## src/rtl/morse_pkg.sv

```systemverilog
// rtl/morse_pkg.sv - Morse timing thresholds, ASCII constants and FSM states
// MORSE_DIGITS_EN raises the symbol limit to 5 for digit patterns.
package morse_pkg;
   localparam logic [2:0] DOT_MAX    = 3'd2;
   localparam logic [2:0] LETTER_GAP = 3'd3;
   localparam logic [2:0] WORD_GAP   = 3'd7;
   // WORD is entered after LETTER_GAP units already elapsed
   localparam logic [2:0] WORD_UNITS = WORD_GAP - LETTER_GAP;

   localparam logic [7:0] SPACE = 8'h20;
   localparam logic [7:0] QMARK = 8'h3F;
   localparam logic [7:0] BLANK = 8'h00;

`ifdef MORSE_DIGITS_EN
   localparam logic [2:0] MAX_SYMBOLS = 3'd5;
`else
   localparam logic [2:0] MAX_SYMBOLS = 3'd4;
`endif

   typedef enum logic [1:0] {IDLE, PRESS, GAP, WORD} state_t;
endpackage

```

## src/rtl/morse_lut.sv

```systemverilog
// rtl/morse_lut.sv - {count, pattern} to ASCII, first symbol in the MSB, 1 = dash
// Digit entries exist only with MORSE_DIGITS_EN defined.
module morse_lut (
   input  logic [2:0] count,
   input  logic [4:0] pattern,
   output logic [7:0] ascii
);
   import morse_pkg::*;

   always_comb begin
      ascii = QMARK;
      case ({count, pattern})
         {3'd2, 5'b00001}: ascii = 8'h41;
         {3'd4, 5'b01000}: ascii = 8'h42;
         {3'd4, 5'b01010}: ascii = 8'h43;
         {3'd3, 5'b00100}: ascii = 8'h44;
         {3'd1, 5'b00000}: ascii = 8'h45;
         {3'd4, 5'b00010}: ascii = 8'h46;
         {3'd3, 5'b00110}: ascii = 8'h47;
         {3'd4, 5'b00000}: ascii = 8'h48;
         {3'd2, 5'b00000}: ascii = 8'h49;
         {3'd4, 5'b00111}: ascii = 8'h4A;
         {3'd3, 5'b00101}: ascii = 8'h4B;
         {3'd4, 5'b00100}: ascii = 8'h4C;
         {3'd2, 5'b00011}: ascii = 8'h4D;
         {3'd2, 5'b00010}: ascii = 8'h4E;
         {3'd3, 5'b00111}: ascii = 8'h4F;
         {3'd4, 5'b00110}: ascii = 8'h50;
         {3'd4, 5'b01101}: ascii = 8'h51;
         {3'd3, 5'b00010}: ascii = 8'h52;
         {3'd3, 5'b00000}: ascii = 8'h53;
         {3'd1, 5'b00001}: ascii = 8'h54;
         {3'd3, 5'b00001}: ascii = 8'h55;
         {3'd4, 5'b00001}: ascii = 8'h56;
         {3'd3, 5'b00011}: ascii = 8'h57;
         {3'd4, 5'b01001}: ascii = 8'h58;
         {3'd4, 5'b01011}: ascii = 8'h59;
         {3'd4, 5'b01100}: ascii = 8'h5A;
`ifdef MORSE_DIGITS_EN
         {3'd5, 5'b11111}: ascii = 8'h30;
         {3'd5, 5'b01111}: ascii = 8'h31;
         {3'd5, 5'b00111}: ascii = 8'h32;
         {3'd5, 5'b00011}: ascii = 8'h33;
         {3'd5, 5'b00001}: ascii = 8'h34;
         {3'd5, 5'b00000}: ascii = 8'h35;
         {3'd5, 5'b10000}: ascii = 8'h36;
         {3'd5, 5'b11000}: ascii = 8'h37;
         {3'd5, 5'b11100}: ascii = 8'h38;
         {3'd5, 5'b11110}: ascii = 8'h39;
`endif
         default: ascii = QMARK;
      endcase
   end
endmodule

```

## src/rtl/morse_text_writer.sv

```systemverilog
// rtl/morse_text_writer.sv - Morse key decoder feeding a 10-character scrolling text line
// MORSE_DIGITS_EN enables 5-symbol digit decoding.
module morse_text_writer #(
   parameter int UNIT_CYCLES = 5_000_000
) (
   input  logic       clk,
   input  logic       reset,
   input  logic       key,
   input  logic       clear,
   output logic [7:0] letter0,
   output logic [7:0] letter1,
   output logic [7:0] letter2,
   output logic [7:0] letter3,
   output logic [7:0] letter4,
   output logic [7:0] letter5,
   output logic [7:0] letter6,
   output logic [7:0] letter7,
   output logic [7:0] letter8,
   output logic [7:0] letter9,
   output logic [7:0] char_out,
   output logic       char_valid
);
   import morse_pkg::*;

   localparam int PW = (UNIT_CYCLES > 1) ? $clog2(UNIT_CYCLES) : 1;

   logic          key_s1, key_s2;
   state_t        state;
   logic [PW-1:0] presc;
   logic [2:0]    units;
   logic [2:0]    sym_count;
   logic [4:0]    sym_pattern;
   logic          invalid;
   logic [7:0]    lut_char;
   logic          commit;
   logic [7:0]    commit_value;
   logic [7:0]    line [10];
   logic [3:0]    ptr;
   logic          tick;

   assign tick = (presc == PW'(UNIT_CYCLES - 1));

   morse_lut u_lut (
      .count   (sym_count),
      .pattern (sym_pattern),
      .ascii   (lut_char)
   );

   always_comb begin
      commit       = 1'b0;
      commit_value = lut_char;
      if (state == GAP && units == LETTER_GAP) begin
         commit       = 1'b1;
         commit_value = invalid ? QMARK : lut_char;
      end else if (state == WORD && units == WORD_UNITS) begin
         commit       = 1'b1;
         commit_value = SPACE;
      end
   end

   // Every state change restarts the prescaler and unit counter.
   always_ff @(posedge clk) begin
      if (reset) begin
         key_s1      <= 1'b0;
         key_s2      <= 1'b0;
         state       <= IDLE;
         presc       <= '0;
         units       <= '0;
         sym_count   <= '0;
         sym_pattern <= '0;
         invalid     <= 1'b0;
      end else begin
         key_s1 <= key;
         key_s2 <= key_s1;
         presc  <= tick ? '0 : presc + 1'b1;
         if (tick && units != 3'd7)
            units <= units + 1'b1;

         if (clear) begin
            state       <= IDLE;
            presc       <= '0;
            units       <= '0;
            sym_count   <= '0;
            sym_pattern <= '0;
            invalid     <= 1'b0;
         end else begin
            case (state)
               IDLE: if (key_s2) begin
                  state <= PRESS;
                  presc <= '0;
                  units <= '0;
               end
               PRESS: if (!key_s2) begin
                  if (sym_count == MAX_SYMBOLS)
                     invalid <= 1'b1;
                  else begin
                     sym_count   <= sym_count + 1'b1;
                     sym_pattern <= {sym_pattern[3:0], units >= DOT_MAX};
                  end
                  state <= GAP;
                  presc <= '0;
                  units <= '0;
               end
               GAP: if (commit) begin
                  state       <= WORD;
                  presc       <= '0;
                  units       <= '0;
                  sym_count   <= '0;
                  sym_pattern <= '0;
                  invalid     <= 1'b0;
               end else if (key_s2) begin
                  state <= PRESS;
                  presc <= '0;
                  units <= '0;
               end
               WORD: if (commit) begin
                  state <= IDLE;
                  presc <= '0;
                  units <= '0;
               end else if (key_s2) begin
                  state <= PRESS;
                  presc <= '0;
                  units <= '0;
               end
               default: state <= IDLE;
            endcase
         end
      end
   end

   always_ff @(posedge clk) begin
      char_valid <= 1'b0;
      if (reset) begin
         for (int i = 0; i < 10; i++) line[i] <= BLANK;
         ptr      <= '0;
         char_out <= BLANK;
      end else if (clear) begin
         for (int i = 0; i < 10; i++) line[i] <= BLANK;
         ptr <= '0;
      end else if (commit) begin
         char_out   <= commit_value;
         char_valid <= 1'b1;
         if (ptr < 4'd10) begin
            line[ptr] <= commit_value;
            ptr       <= ptr + 1'b1;
         end else begin
            for (int i = 0; i < 9; i++) line[i] <= line[i+1];
            line[9] <= commit_value;
         end
      end
   end

   assign letter0 = line[0];
   assign letter1 = line[1];
   assign letter2 = line[2];
   assign letter3 = line[3];
   assign letter4 = line[4];
   assign letter5 = line[5];
   assign letter6 = line[6];
   assign letter7 = line[7];
   assign letter8 = line[8];
   assign letter9 = line[9];
endmodule

```

## config.mk

```make
export PLATFORM = sky130hd
export DESIGN_NAME = morse_text_writer
export DESIGN_NICKNAME = d
export VERILOG_FILES = /design/src/rtl/morse_pkg.sv /design/src/rtl/morse_lut.sv /design/src/rtl/morse_text_writer.sv
export SDC_FILE = /design/constraint.sdc
export NUM_CORES = 1
export LEC_CHECK = 0
export BUFFER_PORTS_ARGS = -buffer_cell sky130_fd_sc_hd__buf_4
export CORE_MARGIN = 3
export CORE_UTILIZATION = 55
export CTS_CLUSTER_SIZE = 10
export DETAILED_ROUTE_END_ITERATION = 12
export PLACE_DENSITY_LB_ADDON = 0.05
export SYNTH_ARGS = -nofsm -noshare
export SYNTH_HDL_FRONTEND = slang
export SYNTH_SLANG_ARGS = --single-unit
```

## constraint.sdc

```tcl
create_clock -name clk -period 3.12 [get_ports clk]
set_input_delay 0.468 -clock clk [delete_from_list [all_inputs] [get_ports clk]]
set_output_delay 0.468 -clock clk [all_outputs]
set_load 0.005 [all_outputs]
```

After elaboration in Yosys (flattened, before gate mapping). Memories as Yosys holds them, arrays and structs flattened. Cells that the tools add are included.

Memory bits (writable): 80. Logic and storage cells: 161. Input port bits: 4. Memories: 1. Bits in registers: 52.

Add/sub/neg operators: 4. Reductions and logical operators: 12. Bitwise gates (word level): 21. Equality and inequality tests: 38. Order comparisons: 2. Multiplexer cells: 72.

Memories: line (depth 10, width 8, read ports 10, clocked after Yosys merged registers in 0, write ports 10, line morse_text_writer.sv:37) `logic [7:0] line [10];`.

Operators by type and width (number): 2-to-1 mux 8 bit (24); case mux 7 bit (26 select lines) (1); == test 8 x 7 -> 1 bit (second input constant) (12); == test 8 bit (second input constant) (12); 2-to-1 mux 23 bit (4); case mux 23 bit (3 select lines) (1); adder 23 x 1 -> 23 bit (second input constant) (1); == test 23 bit (second input constant) (1); 2-to-1 mux 1 bit (22); 2-to-1 mux 3 bit (7); bitwise OR 1 bit (20); == test 8 x 6 -> 1 bit (second input constant) (2); 2-to-1 mux 5 bit (3); case mux 5 bit (2 select lines) (1); case mux 3 bit (3 select lines) (1); 2-to-1 mux 2 bit (4); inequality test 2 bit (second input constant) (4); case mux 2 bit (4 select lines) (1); AND reduction 4 bit (2); OR reduction 8 bit (1); adder 3 x 1 -> 3 bit (second input constant) (2); == test 3 bit (second input constant) (2); case mux 3 bit (2 select lines) (1); adder 4 x 1 -> 4 bit (second input constant) (1); other kinds (14) (19).

Logic depth before layout (Yosys ltp). Gate-level depths: netlist (run 1).

Depth in word-level cells: 10. Mapped depth: 10.

Modules after synthesis. From an unflattened synthesis (run 1), not the netlist that was laid out.

Cell total of the unflattened synthesis: 656. Area, all modules: 6560.0 µm².

Modules (own cells, without submodules): morse_text_writer (times used 1, cells each 564, area an instance 5948.2 µm², sequential area each 3443.3 µm²); morse_lut (times used 1, cells each 92, area an instance 611.8 µm², sequential area each 0.0 µm²).

Least setup slack after synthesis (run 1). No wires, ideal clock.

Path kind: flip-flop to flip-flop. Start: register units[0]. End: memory line[0][0], enable pin. Cell stages (with the launch flop): 10. Library setup time: 0.301 ns. Path buffers: 1. Arrival: 2.156 ns. Slack: 0.664 ns. Path through: dfxtp_1 ha_1 ha_1 nor2b_1 o21ai_1 nor3b_1 and2_1 buf_2 nor2_1 nand2_1.

RTL lines: start: declaration (line morse_text_writer.sv:30) `logic [2:0] units;`; start signal: assignment (line morse_text_writer.sv:77) `units <= units + 1'b1;`; end: declaration (line morse_text_writer.sv:37).

==> reports/summary.log, run 1 <==
[outcome] status completed
[min_path] hold path startpoint key
[die] Starting Density 56.7%
[worst_setup_path] critical setup path kind flip-flop to flip-flop
[timing] final critical-path required period 2.83 ns
[global_routing] total global-route track usage 24.8%
[die] Site Rows 37
[cts] setup fix buffers added after clock tree synthesis 0
[placement] pre-CTS worst setup slack 0.287 ns
[yosys] Cell variety after synth 57
[final_layout] most frequent cells in the layout 108 x nand2_1, 100 x buf_4, 70 x edfxtp_1
[yosys] top area cells in the synthesized netlist edfxtp_1 36%, dfxtp_1 17%, nand2_1 6.9%
[die] area of the die 12,000 sq um
[worst_setup_path] delay of the slowest cell on the worst path 0.62 ns
[yosys] synthesized area divided by synthesized cell count 9.51 sq um
[route] average via count per standard cell 5.67
[final_layout] nets 716
[timing] Setup TNS 0 ns
[timing] setup-violating endpoint count in the final report 0
[min_path] end point of the worst hold path key_s1
[worst_setup_path] largest delay contributor family on the critical path simple AND/OR/NAND/NOR gates
[worst_setup_path] arrival time of the worst setup path 3.08 ns
[route] average wire per standard cell 17.0 microns
[cts] clock slew seen by the registers of the worst setup and hold paths 0.06 ns
[power] Leakage Power 2.78 nW
[yosys] netlist area before placement 5880 sq um
[worst_setup_path] Critical Path Fanout Max 14
[yosys] Warnings, synthesis 0
[worst_setup_path] critical-path cell list or3b_1, nor3_1, a2111o_1, nor4_2, and4bb_1, o21ai_1
[placement] global placement routability congestion 0.858
[timing] FMAX 353 MHz
[timing] max-slew violation count 0
[cts] CTS tree yes
[yosys] cell type with the highest aggregate area in the netlist edfxtp_1
[route] Starting DRT DRC Count 230
[placement] input/output buffers 81
[timing] final hold violation count 0
[worst_setup_path] cell depth of the worst flop-to-flop path 6
[yosys] cell count after synthesis 618
[worst_setup_path] worst r2r dst line[8][1]
[global_routing] total overflow reported by the global router 0
[final_layout] area overhead of the layout relative to synthesis 22.7%
[global_routing] maximum number of pins on one net before global-route repair 64
[worst_setup_path] slowest cell on the critical path and4bb_1
[global_routing] antenna violations before repair 0
[worst_setup_path] kind of start point of the critical path flip-flop
[cts] # resized after CTS 0
[worst_setup_path] crit end category flip-flop
[min_path] Worst Hold Path Cells 2
[power] IR Drop Worst-Case VDD 0.374 mV
[timing] worst-case clock skew 0.00831 ns
[route] Post-Route WL 14,400 microns
[min_path] type of the most critical hold path primary input to flip-flop
[worst_setup_path] required time of the critical path 3.37 ns
[yosys] Post-synth EDFFs 70
[route] remaining number of nets flagged by the antenna check after routing 0
[yosys] fraction of synthesized cell area taken by the top area cell type 35.8%
[yosys] most common flop cell mapped by yosys edfxtp_1
[die] height of the die 109 microns
[timing] share of the clock period used by the worst path after layout 90.7%
[cts] number of levels the H-tree was split into 4
[worst_setup_path] startpoint of the most critical register-to-register path sym_count[2]
[worst_setup_path] setup slack of the most critical reg-to-reg path 0.29 ns
[cts] root buffer selected by CTS clkbuf_8
[cts] number of CTS-inserted buffers 17
[timing] headroom to the max-slew limit 53.5%
[die] count of pins on the block boundary 93
[route] number of remaining DRC errors 0
[yosys] FF+latch count, synth 121
[yosys] sequential fraction of the synthesis area 53.1%
[cts] insertion delay to the later sink of the worst-skew pair 0.52 ns
[cts] Num Clock Sinks 121
[timing] measured slew at the worst slew-check pin 0.695 ns
[yosys] share of flip-flops with an asynchronous set or reset after synthesis 0%
[final_layout] number of inserted diodes 0
[power] power per unit of standard cell area 534 nW/um^2
[timing] worst-case setup margin in the final layout 0.291 ns
[final_layout] layout cells sized above 1 20.3%
[global_routing] first-pass GRT wire length 22,800 microns
[route] vias after detailed routing 4,810
[cts] Post-CTS Hold Buffers 0
[final_layout] Layout Utilization 69.5%
[die] die width 109 microns
[placement] Final HPWL DP 10,100 microns
[job] number of max-cap violations 0
[route] detailed-routing iteration count for the pre-antenna-repair pass 5
[worst_setup_path] buffer and inverter count on the worst path 0
[timing] setup repair after global routing missed its margin false
[die] core box area 10,400 sq um
[global_routing] number of global-route vias before repair 4,536
[cts] maximum buffer depth of the clock tree 2
[final_layout] most common cell after layout, fill and taps aside nand2_1
-- registers in the layout, summed over array words and instances, names as in the netlist --
register,count
char_out,7
char_valid,1
invalid,1
key_s1,1
key_s2,1
line,70
presc,23
ptr,4
state,2
sym_count,3
sym_pattern,5
units,3
-- synth_stat cells, types with 2 or more instances --
cell type / count
xor2_1: 14
o21ai_1: 69
nand4_1: 4
nor2_1: 62
and3_1: 7
nor2b_1: 6
a31oi_1: 4
nor3_1: 11
nor4b_1: 4
or3b_1: 4
xnor2_1: 12
buf_4: 12
nor3b_1: 4
inv_1: 12
nor4_1: 6
nand2_1: 108
clkbuf_1: 13
nor4_2: 2
or3_1: 6
a211oi_1: 4
or2_2: 2
edfxtp_1: 70
or4b_1: 3
and2_1: 4
a21oi_1: 11
buf_1: 6
nand3b_1: 6
a221oi_1: 2
o21ai_0: 6
nand3_1: 28
dfxtp_1: 51
or4_1: 3
mux2i_1: 3
ha_1: 12
buf_2: 16
nand2b_1: 10
-- worst max-delay path by stage --
stage / startpoint / to / slack [ns] / cells after the start
after global routing: sym_count[2] / line[1][1] / 0.03 / 6
final: sym_count[2] / line[8][1] / 0.29 / 6
after floorplan: units[0] / line[0][0] / 0.66 / 9
after detailed placement: sym_count[2] / line[8][1] / 0.29 / 6
after CTS: sym_count[2] / line[8][1] / 0.28 / 6
after global placement: sym_count[2] / line[0][1] / 0.43 / 6
-- layer usage --
metal  global-route usage (%)  share of wire, %  vias up
met1                     29.7                40     2319
met4                     9.26               2.2        0
met5                        0                 0        -
li1                         -                 -     2316
met2                     43.2                52      148
met3                     5.75               5.3       27
-- power breakdown --
part | leakage, nW | internal (mW) | switching [mW]
Sequential | 1.17 | 1.74 | 0.0327
Combinational | 1.31 | 0.0669 | 0.0675
Clock | 0.305 | 1.23 | 0.726
-- cell type report --
cell class                 instances  area (sq um)
fill                             829          3160
sequential                       121          3120
multi-input combinational        447          2500
timing repair buffer             101           771
clock buffer                      21           503
tap                              136           170
clock inverter                    11           103
inverter                          12          45.0
-- metrics by stage --
step	total power [mW]	area (sq um)	hold WS, ns	instances
final	3.85	7210	0.164	849
after global routing	3.97	7210	0.164	849
after CTS	3.88	7210	0.146	849
after detailed placement	1.94	6610	0.445	817
after global placement	1.93	6610	0.428	817
after floorplan	1.85	5920	0.414	628
-- cell families after synthesis --
family                     share of synthesized area (%)
muxes                                              0.702
xor gates and xnor gates                            3.87
other                                             0.0638
AOI/OAI and AO/OA                                   10.8
adders and majority gates                           2.55
DFF                                                 53.1
and+or+nand+nor                                     23.8
buffers and inverters                               5.06
No activity file was read; power rests on OpenSTA's default activity.
==> run 2: changes to the inputs <==
--- a/config.mk
+++ b/config.mk
@@ -5,11 +5,13 @@
 export SDC_FILE = /design/constraint.sdc
 export NUM_CORES = 1
 export LEC_CHECK = 0
+export ABC_AREA = 1
 export BUFFER_PORTS_ARGS = -buffer_cell sky130_fd_sc_hd__buf_4
 export CORE_MARGIN = 3
 export CORE_UTILIZATION = 55
 export CTS_CLUSTER_SIZE = 10
 export DETAILED_ROUTE_END_ITERATION = 12
+export GPL_TIMING_DRIVEN = 0
 export PLACE_DENSITY_LB_ADDON = 0.05
 export SYNTH_ARGS = -nofsm -noshare
 export SYNTH_HDL_FRONTEND = slang
==> run 2 against run 1 <==
Via count up 6.2%; final area rose by 2.1%; count of clock-buffer cells in the layout down 3; non-clock buffer count increased by 7; die area grew 1.7%; synthesized area increased by 1.7%; core utilization is 0.84 points higher; highest routed layer unchanged; clock skew grew 0.0021 ns.
==> reports/summary.log, run 2 <==
[placement] input/output buffers 81
[worst_setup_path] startpoint of the most critical register-to-register path units[1]
[min_path] Worst Hold Path Cells 3
[timing] share of the clock period used by the worst path after layout 90.0%
[worst_setup_path] critical setup path kind flip-flop to flip-flop
[worst_setup_path] Critical Path Fanout Max 10
[power] IR Drop Worst-Case VDD 0.315 mV
[power] power per unit of standard cell area 509 nW/um^2
[final_layout] number of flip-flops in the largest register 70
[timing] Setup TNS 0 ns
[route] Starting DRT DRC Count 330
[yosys] most common flop cell mapped by yosys edfxtp_1
[route] average via count per standard cell 5.29
[cts] root buffer selected by CTS clkbuf_8
[power] Leakage Power 3.18 nW
[worst_setup_path] setup slack of the most critical reg-to-reg path 0.31 ns
[timing] max-slew violation count 0
[die] Site Rows 37
[cts] Num Clock Sinks 121
[yosys] cell with the most instances after synthesis nand2_1
[yosys] Warnings, synthesis 0
[die] count of pins on the block boundary 93
[route] Post-Route WL 14,000 microns
[final_layout] most frequent cells in the layout 180 x nand2_1, 93 x buf_4, 89 x nor2_1
[final_layout] most flop-heavy register line
[yosys] cell count after synthesis 706
[yosys] sequential fraction of the synthesis area 52.2%
[outcome] status completed
[final_layout] Cell Count, Final, Fillers Out 965
[power] Sequential Power Share 46.7%
[route] met2 wire length 6990 microns
[route] Highest Signal Layer met4
[route] detailed-routing iteration count for the pre-antenna-repair pass 5
[yosys] cell type with the highest aggregate area in the netlist edfxtp_1
[route] average wire per standard cell 14.5 microns
[global_routing] total global-route track usage 23.9%
[final_layout] nets 832
[power] Gate power share 3.5%
[timing] final hold violation count 0
[power] post-layout total power 3.75 mW
[cts] setup fix buffers added after clock tree synthesis 0
[min_path] hold path startpoint key
[yosys] Cell variety after synth 39
[timing] headroom to the max-slew limit 55.1%
[worst_setup_path] arrival time of the worst setup path 2.99 ns
[power] net load switching power 821 uW
[final_layout] number of inserted diodes 0
[yosys] synthesized-area fraction occupied by adder cells 2.51%
[worst_setup_path] crit end category flip-flop
[cts] number of levels the H-tree was split into 4
[yosys] Synth Area in Simple Gates 26.8%
[die] Starting Density 57.2%
[final_layout] FILL cells 815
[worst_setup_path] worst setup path startpoint units[1]
[cts] insertion delay to the later sink of the worst-skew pair 0.52 ns
[cts] clock slew seen by the registers of the worst setup and hold paths 0.06 ns
[yosys] largest family of logic cells by synthesized area simple AND/OR/NAND/NOR gates
[final_layout] register area 3120 sq um
[die] area of the die 12,200 sq um
[final_layout] footprint of the multi-input gates 2460 sq um
[worst_setup_path] required time of the critical path 3.30 ns
[min_path] type of the most critical hold path primary input to flip-flop
[placement] number of instances in the placed design 933
[route] routed wl met3 1020 microns
[global_routing] number of global-route vias before repair 4,819
[yosys] fraction of synthesized area in multiplexers 0%
[yosys] netlist area before placement 5980 sq um
[yosys] area fraction in compound gates after synthesis 10.1%
[cts] maximum buffer depth of the clock tree 2
[route] number of remaining DRC errors 0
[worst_setup_path] kind of start point of the critical path flip-flop
[yosys] Post-synth EDFFs 70
[yosys] FF+latch count, synth 121
[global_routing] maximum number of pins on one net before global-route repair 17
[timing] setup repair after global routing missed its margin false
[route] vias after detailed routing 5,108
[global_routing] antenna violations before repair 0
[final_layout] layout cells sized above 1 21.8%
[yosys] fraction of synthesized cell area taken by the top area cell type 35.1%
[route] remaining number of nets flagged by the antenna check after routing 0
[power] internal power 2.93 mW
[final_layout] registers with the most flip-flops line: 70 flops, presc: 23 flops, char_out: 7 flops
[die] core box area 10,500 sq um
[yosys] parity-gate share of the synthesized area counting xor and xnor cells 1.02%
[timing] setup-violating endpoint count in the final report 0
[final_layout] area overhead of the layout relative to synthesis 23.1%
[yosys] top area cells in the synthesized netlist edfxtp_1 35%, dfxtp_1 17%, nand2_1 11%
[die] die width 110 microns
[power] fraction of power consumed by the clock network 49.8%
[yosys] Commonest cells post-synth 180 x nand2_1, 89 x nor2_1, 70 x edfxtp_1
[timing] worst-case clock skew 0.0104 ns
[final_layout] most common cell after layout, fill and taps aside nand2_1
[timing] FMAX 356 MHz
[cts] CTS tree yes
[die] height of the die 110 microns
[cts] # resized after CTS 0
[cts] Post-CTS Hold Buffers 0
[worst_setup_path] cell depth of the worst flop-to-flop path 11
[placement] pre-CTS worst setup slack 0.317 ns
[power] switching part of the total 21.9%
[yosys] share of flip-flops with an asynchronous set or reset after synthesis 0%
[job] number of max-cap violations 0
[yosys] synthesized area divided by synthesized cell count 8.47 sq um
[timing] worst-case setup margin in the final layout 0.311 ns
[cts] number of CTS-inserted buffers 17
[route] Post-Route M1 WL 5690 microns
[global_routing] first-pass GRT wire length 22,600 microns
[global_routing] total overflow reported by the global router 0
[timing] measured slew at the worst slew-check pin 0.670 ns
[placement] global placement routability congestion 0.885
[timing] final critical-path required period 2.81 ns
[placement] Final HPWL DP 10,200 microns
[run 2: changes by cell type after synthesis, moves of 9 or more]
cell / before / now
a21oi_1: 11 / 38
buf_2: 16 / 3
nand2_1: 108 / 180
xor2_1: 14 / 4
inv_1: 12 / 52
nor2_2: 1 / 10
nor2_1: 62 / 89
inv_2: 0 / 9
nand2b_1: 10 / 0
o21ai_1: 69 / 44
xnor2_1: 12 / 3
[run 2: metrics by stage]
| step | hold WS [ns] | cell area [sq um] | utilization, % |
|---|---|---|---|
| after CTS | 0.151 | 7360 | 70.4 |
| after global placement | 0.402 | 6800 | 65.0 |
| after floorplan | 0.388 | 6020 | - |
| after detailed placement | 0.402 | 6800 | 65.0 |
| after global routing | 0.165 | 7360 | 70.4 |
| final | 0.164 | 7360 | 70.4 |
[run 2: final timing paths]
| path | endpoint |
|---|---|
| setup / recovery | line[5][1] |
| hold reg to reg | key_s2 |
| setup reg to reg | line[5][1] |
| hold / removal | key_s1 |
[run 2: cell type report]
| cell class | count | share of cell area [%] |
|---|---|---|
| Buffer | 27 | 2.75 |
| Tap cell | 136 | 2.31 |
| Timing Repair Buffer | 81 | 8.26 |
| Clock buffer | 18 | 5.67 |
| Sequential cell | 121 | 42.4 |
| Multi-Input combinational cell | 507 | 33.5 |
| Clock inverter | 14 | 2.02 |
| Inverter | 61 | 3.11 |
[run 2: logic make-up (layout without fill, tap and decap cells)]
logic type,after synthesis,in the layout
adder cells (fa/ha/maj),12,12
AND/OR/NAND/NOR,367,367
other,1,11
buffers and inverters,88,201
XOR/XNOR,7,7
flip-flops,121,121
AO/OA/AOI/OAI,110,110
[run 2: layer usage]
layer | track usage (%) | vias to the layer above
li1 | - | 2546
met1 | 28.9 | 2333
met2 | 42.0 | 204
met3 | 4.66 | 25
met4 | 9.59 | 0
met5 | 0 | -
[run 2: critical path, stage by stage, from the launching register on]
cell and delay [ns]:
dfxtp_1 0.34, ha_1 0.22, ha_1 0.20, nand3_1 0.16
inv_2 0.09, nor2_4 0.18, nor2_4 0.10, nand2_1 0.06
inv_1 0.05, buf_4 0.16, nor2_1 0.52, nand2_1 0.38
[run 2: power groups by stage]
stage,sequential [mW],combinational [mW],clock (mW)
2_1_floorplan,1.78,0.0508,0
3_3_place_gp,1.78,0.128,0
3_5_place_dp,1.78,0.130,0
4_1_cts,1.75,0.130,1.88
5_1_grt,1.75,0.145,1.96
6_report,1.75,0.130,1.87
==> run 3: changes to the inputs <==
--- a/config.mk
+++ b/config.mk
@@ -9,10 +9,12 @@
 export BUFFER_PORTS_ARGS = -buffer_cell sky130_fd_sc_hd__buf_4
 export CORE_MARGIN = 3
 export CORE_UTILIZATION = 55
+export CTS_BUF_LIST = sky130_fd_sc_hd__clkbuf_4
 export CTS_CLUSTER_SIZE = 10
 export DETAILED_ROUTE_END_ITERATION = 12
 export GPL_TIMING_DRIVEN = 0
 export PLACE_DENSITY_LB_ADDON = 0.05
+export RECOVER_POWER = 50
 export SYNTH_ARGS = -nofsm -noshare
 export SYNTH_HDL_FRONTEND = slang
 export SYNTH_SLANG_ARGS = --single-unit
==> run 3 against run 2 <==
Sequential share of layout area rose by 2.1 points; via count barely moved; final area decreased by 4.7%; global-route usage decreased by 0.63 points; sequential power about the same; clock power down 41%; non-clock buffer count is the same; sequential cell count stayed put; worst setup slack lost 0.034 ns; critical endpoint is now line[6][6].
==> reports/summary.log, run 3 (synthesis gave the netlist of run 2 again) <==
[outcome] status completed
[cts] number of levels the H-tree was split into 4
[cts] insertion delay to the later sink of the worst-skew pair 0.52 ns
[timing] max-slew violation count 0
[job] number of max-cap violations 0
[placement] global placement routability congestion 0.885
[worst_setup_path] critical-path cell list ha_1, ha_1, nand3_1, inv_1, nor2_4, nor2_4, nand2_1, inv_1, buf_4, nor2_1, nand2_1
[final_layout] most frequent cells in the layout 180 x nand2_1, 91 x nor2_1, 89 x clkbuf_4
[route] Post-Route WL 13,600 microns
[final_layout] Layout Utilization 67.1%
[global_routing] GRT met3 Usage 5.82%
[power] IR Drop Worst-Case VDD 0.244 mV
[route] remaining number of nets flagged by the antenna check after routing 0
[cts] Num Clock Sinks 121
[global_routing] antenna violations before repair 0
[final_layout] number of flip-flops in the largest register 70
[route] Starting DRT DRC Count 267
[final_layout] register area 3120 sq um
[timing] Setup TNS 0 ns
[die] core box area 10,500 sq um
[cts] maximum buffer depth of the clock tree 2
[die] area of the die 12,200 sq um
[power] Leakage Power 2.97 nW
[timing] FMAX 352 MHz
[cts] number of CTS-inserted buffers 17
[timing] final hold violation count 0
[cts] Post-CTS Hold Buffers 0
[timing] final critical-path required period 2.84 ns
[global_routing] first-pass GRT wire length 22,000 microns
[global_routing] total global-route track usage 23.3%
[route] average wire per standard cell 14.1 microns
[final_layout] number of inserted diodes 0
[cts] # resized after CTS 0
[min_path] Worst Hold Path Cells 3
[global_routing] number of global-route vias before repair 4,703
[min_path] end point of the worst hold path key_s1
[timing] measured slew at the worst slew-check pin 0.783 ns
[worst_setup_path] required time of the critical path 3.31 ns
[global_routing] GR Util met2 40.3%
[worst_setup_path] delay of the slowest cell on the worst path 0.52 ns
[min_path] hold path startpoint key
[worst_setup_path] critical setup path kind flip-flop to flip-flop
[timing] headroom to the max-slew limit 47.8%
[worst_setup_path] cell depth of the worst flop-to-flop path 11
[global_routing] total overflow reported by the global router 0
[cts] setup fix buffers added after clock tree synthesis 0
[route] number of remaining DRC errors 0
[global_routing] maximum number of pins on one net before global-route repair 17
[worst_setup_path] Critical Path Fanout Max 10
[final_layout] footprint of the multi-input gates 2460 sq um
[worst_setup_path] arrival time of the worst setup path 3.03 ns
[global_routing] GRT busiest layer met2
[die] Site Rows 37
[worst_setup_path] startpoint of the most critical register-to-register path units[1]
[final_layout] area overhead of the layout relative to synthesis 17.3%
[min_path] type of the most critical hold path primary input to flip-flop
[timing] share of the clock period used by the worst path after layout 91.1%
[worst_setup_path] slowest cell on the critical path nor2_1
[final_layout] FILL cells 877
[cts] clock slew seen by the registers of the worst setup and hold paths 0.11 ns
[die] count of pins on the block boundary 93
[die] height of the die 110 microns
[power] power per unit of standard cell area 425 nW/um^2
[final_layout] nets 832
[route] average via count per standard cell 5.30
[die] Starting Density 57.2%
[final_layout] registers with the most flip-flops line: 70 flops, presc: 23 flops, char_out: 7 flops
[final_layout] layout cells sized above 1 19.8%
[worst_setup_path] crit end category flip-flop
[cts] CTS tree yes
[global_routing] routing usage on met1 28.6%
[worst_setup_path] setup slack of the most critical reg-to-reg path 0.28 ns
[route] vias after detailed routing 5,110
[placement] input/output buffers 81
[worst_setup_path] worst r2r dst line[6][6]
[placement] Final HPWL DP 10,200 microns
[die] die width 110 microns
[final_layout] most common cell after layout, fill and taps aside nand2_1
[timing] worst-case clock skew 0.0203 ns
[route] detailed-routing iteration count for the pre-antenna-repair pass 5
[worst_setup_path] kind of start point of the critical path flip-flop
[cts] root buffer selected by CTS clkbuf_4
[timing] setup-violating endpoint count in the final report 0
[timing] setup repair after global routing missed its margin false
[final_layout] most flop-heavy register line
-- run 3: cell types whose count changed in the layout (fill, tap and decap cells not counted), moves of 2 or more --
cell       previous run  this run
o21ai_1              44        41
clkbuf_16            16         0
nor2_1               89        91
clkbuf_1              6        19
nor2_2               10         8
o21ai_0              10        13
clkbuf_4              0        89
buf_6                 7         4
buf_4                93        14
buf_2                 3         0
-- run 3: metal layers --
metal	vias up	routed length (microns)
met4	0	213
met1	2325	5660
met2	209	6670
met5	-	0
met3	19	1030
li1	2557	-
-- run 3: worst max-delay path by stage --
stage | slack, ns | endpoint | from | cells after the start
finish | 0.28 | line[6][6] | units[1] | 11
global route | 0.05 | line[5][3] | units[1] | 11
global placement | 0.39 | line[6][1] | units[1] | 11
detailed placement | 0.32 | line[6][1] | units[1] | 11
CTS | 0.29 | line[6][2] | units[1] | 11
floorplan | 0.91 | line[0][0] | units[1] | 11
-- run 3: per-stage QoR --
step / area [sq um] / total power, mW / setup WS [ns] / hold slack, ns / std cells
2_1_floorplan: 6020 / 1.83 / 0.906 / 0.388 / 716
3_3_place_gp: 6800 / 1.91 / 0.389 / 0.402 / 933
3_5_place_dp: 6800 / 1.91 / 0.317 / 0.402 / 933
4_1_cts: 7080 / 3.01 / 0.290 / 0.129 / 965
5_1_grt: 7020 / 3.10 / 0.0502 / 0.135 / 965
6_report: 7020 / 2.98 / 0.277 / 0.160 / 965
-- run 3: critical path: cells and delay by family (launching register included) --
kind	cells	cell delay (ns)
and+or+nand+nor	6	1.39
adders and majority gates	2	0.42
buffers and inverters	3	0.35
DFF	1	0.36
-- run 3: where the power goes --
group / internal [mW] / total, mW / switching, mW
Clock: 0.489 / 1.11 / 0.622
Sequential: 1.72 / 1.75 / 0.0246
Combinational: 0.0552 / 0.121 / 0.0660
Total: 2.27 / 2.98 / 0.713
-- run 3: cell type report --
class                      instances  area share (%)
clock inverter                    14            2.12
timing repair buffer              81            8.24
sequential                       121            44.5
inverter                          61            3.26
clock buffer                      18            1.93
tap                              136            2.43
multi-input combinational        507            35.0
buffer                            27            2.51
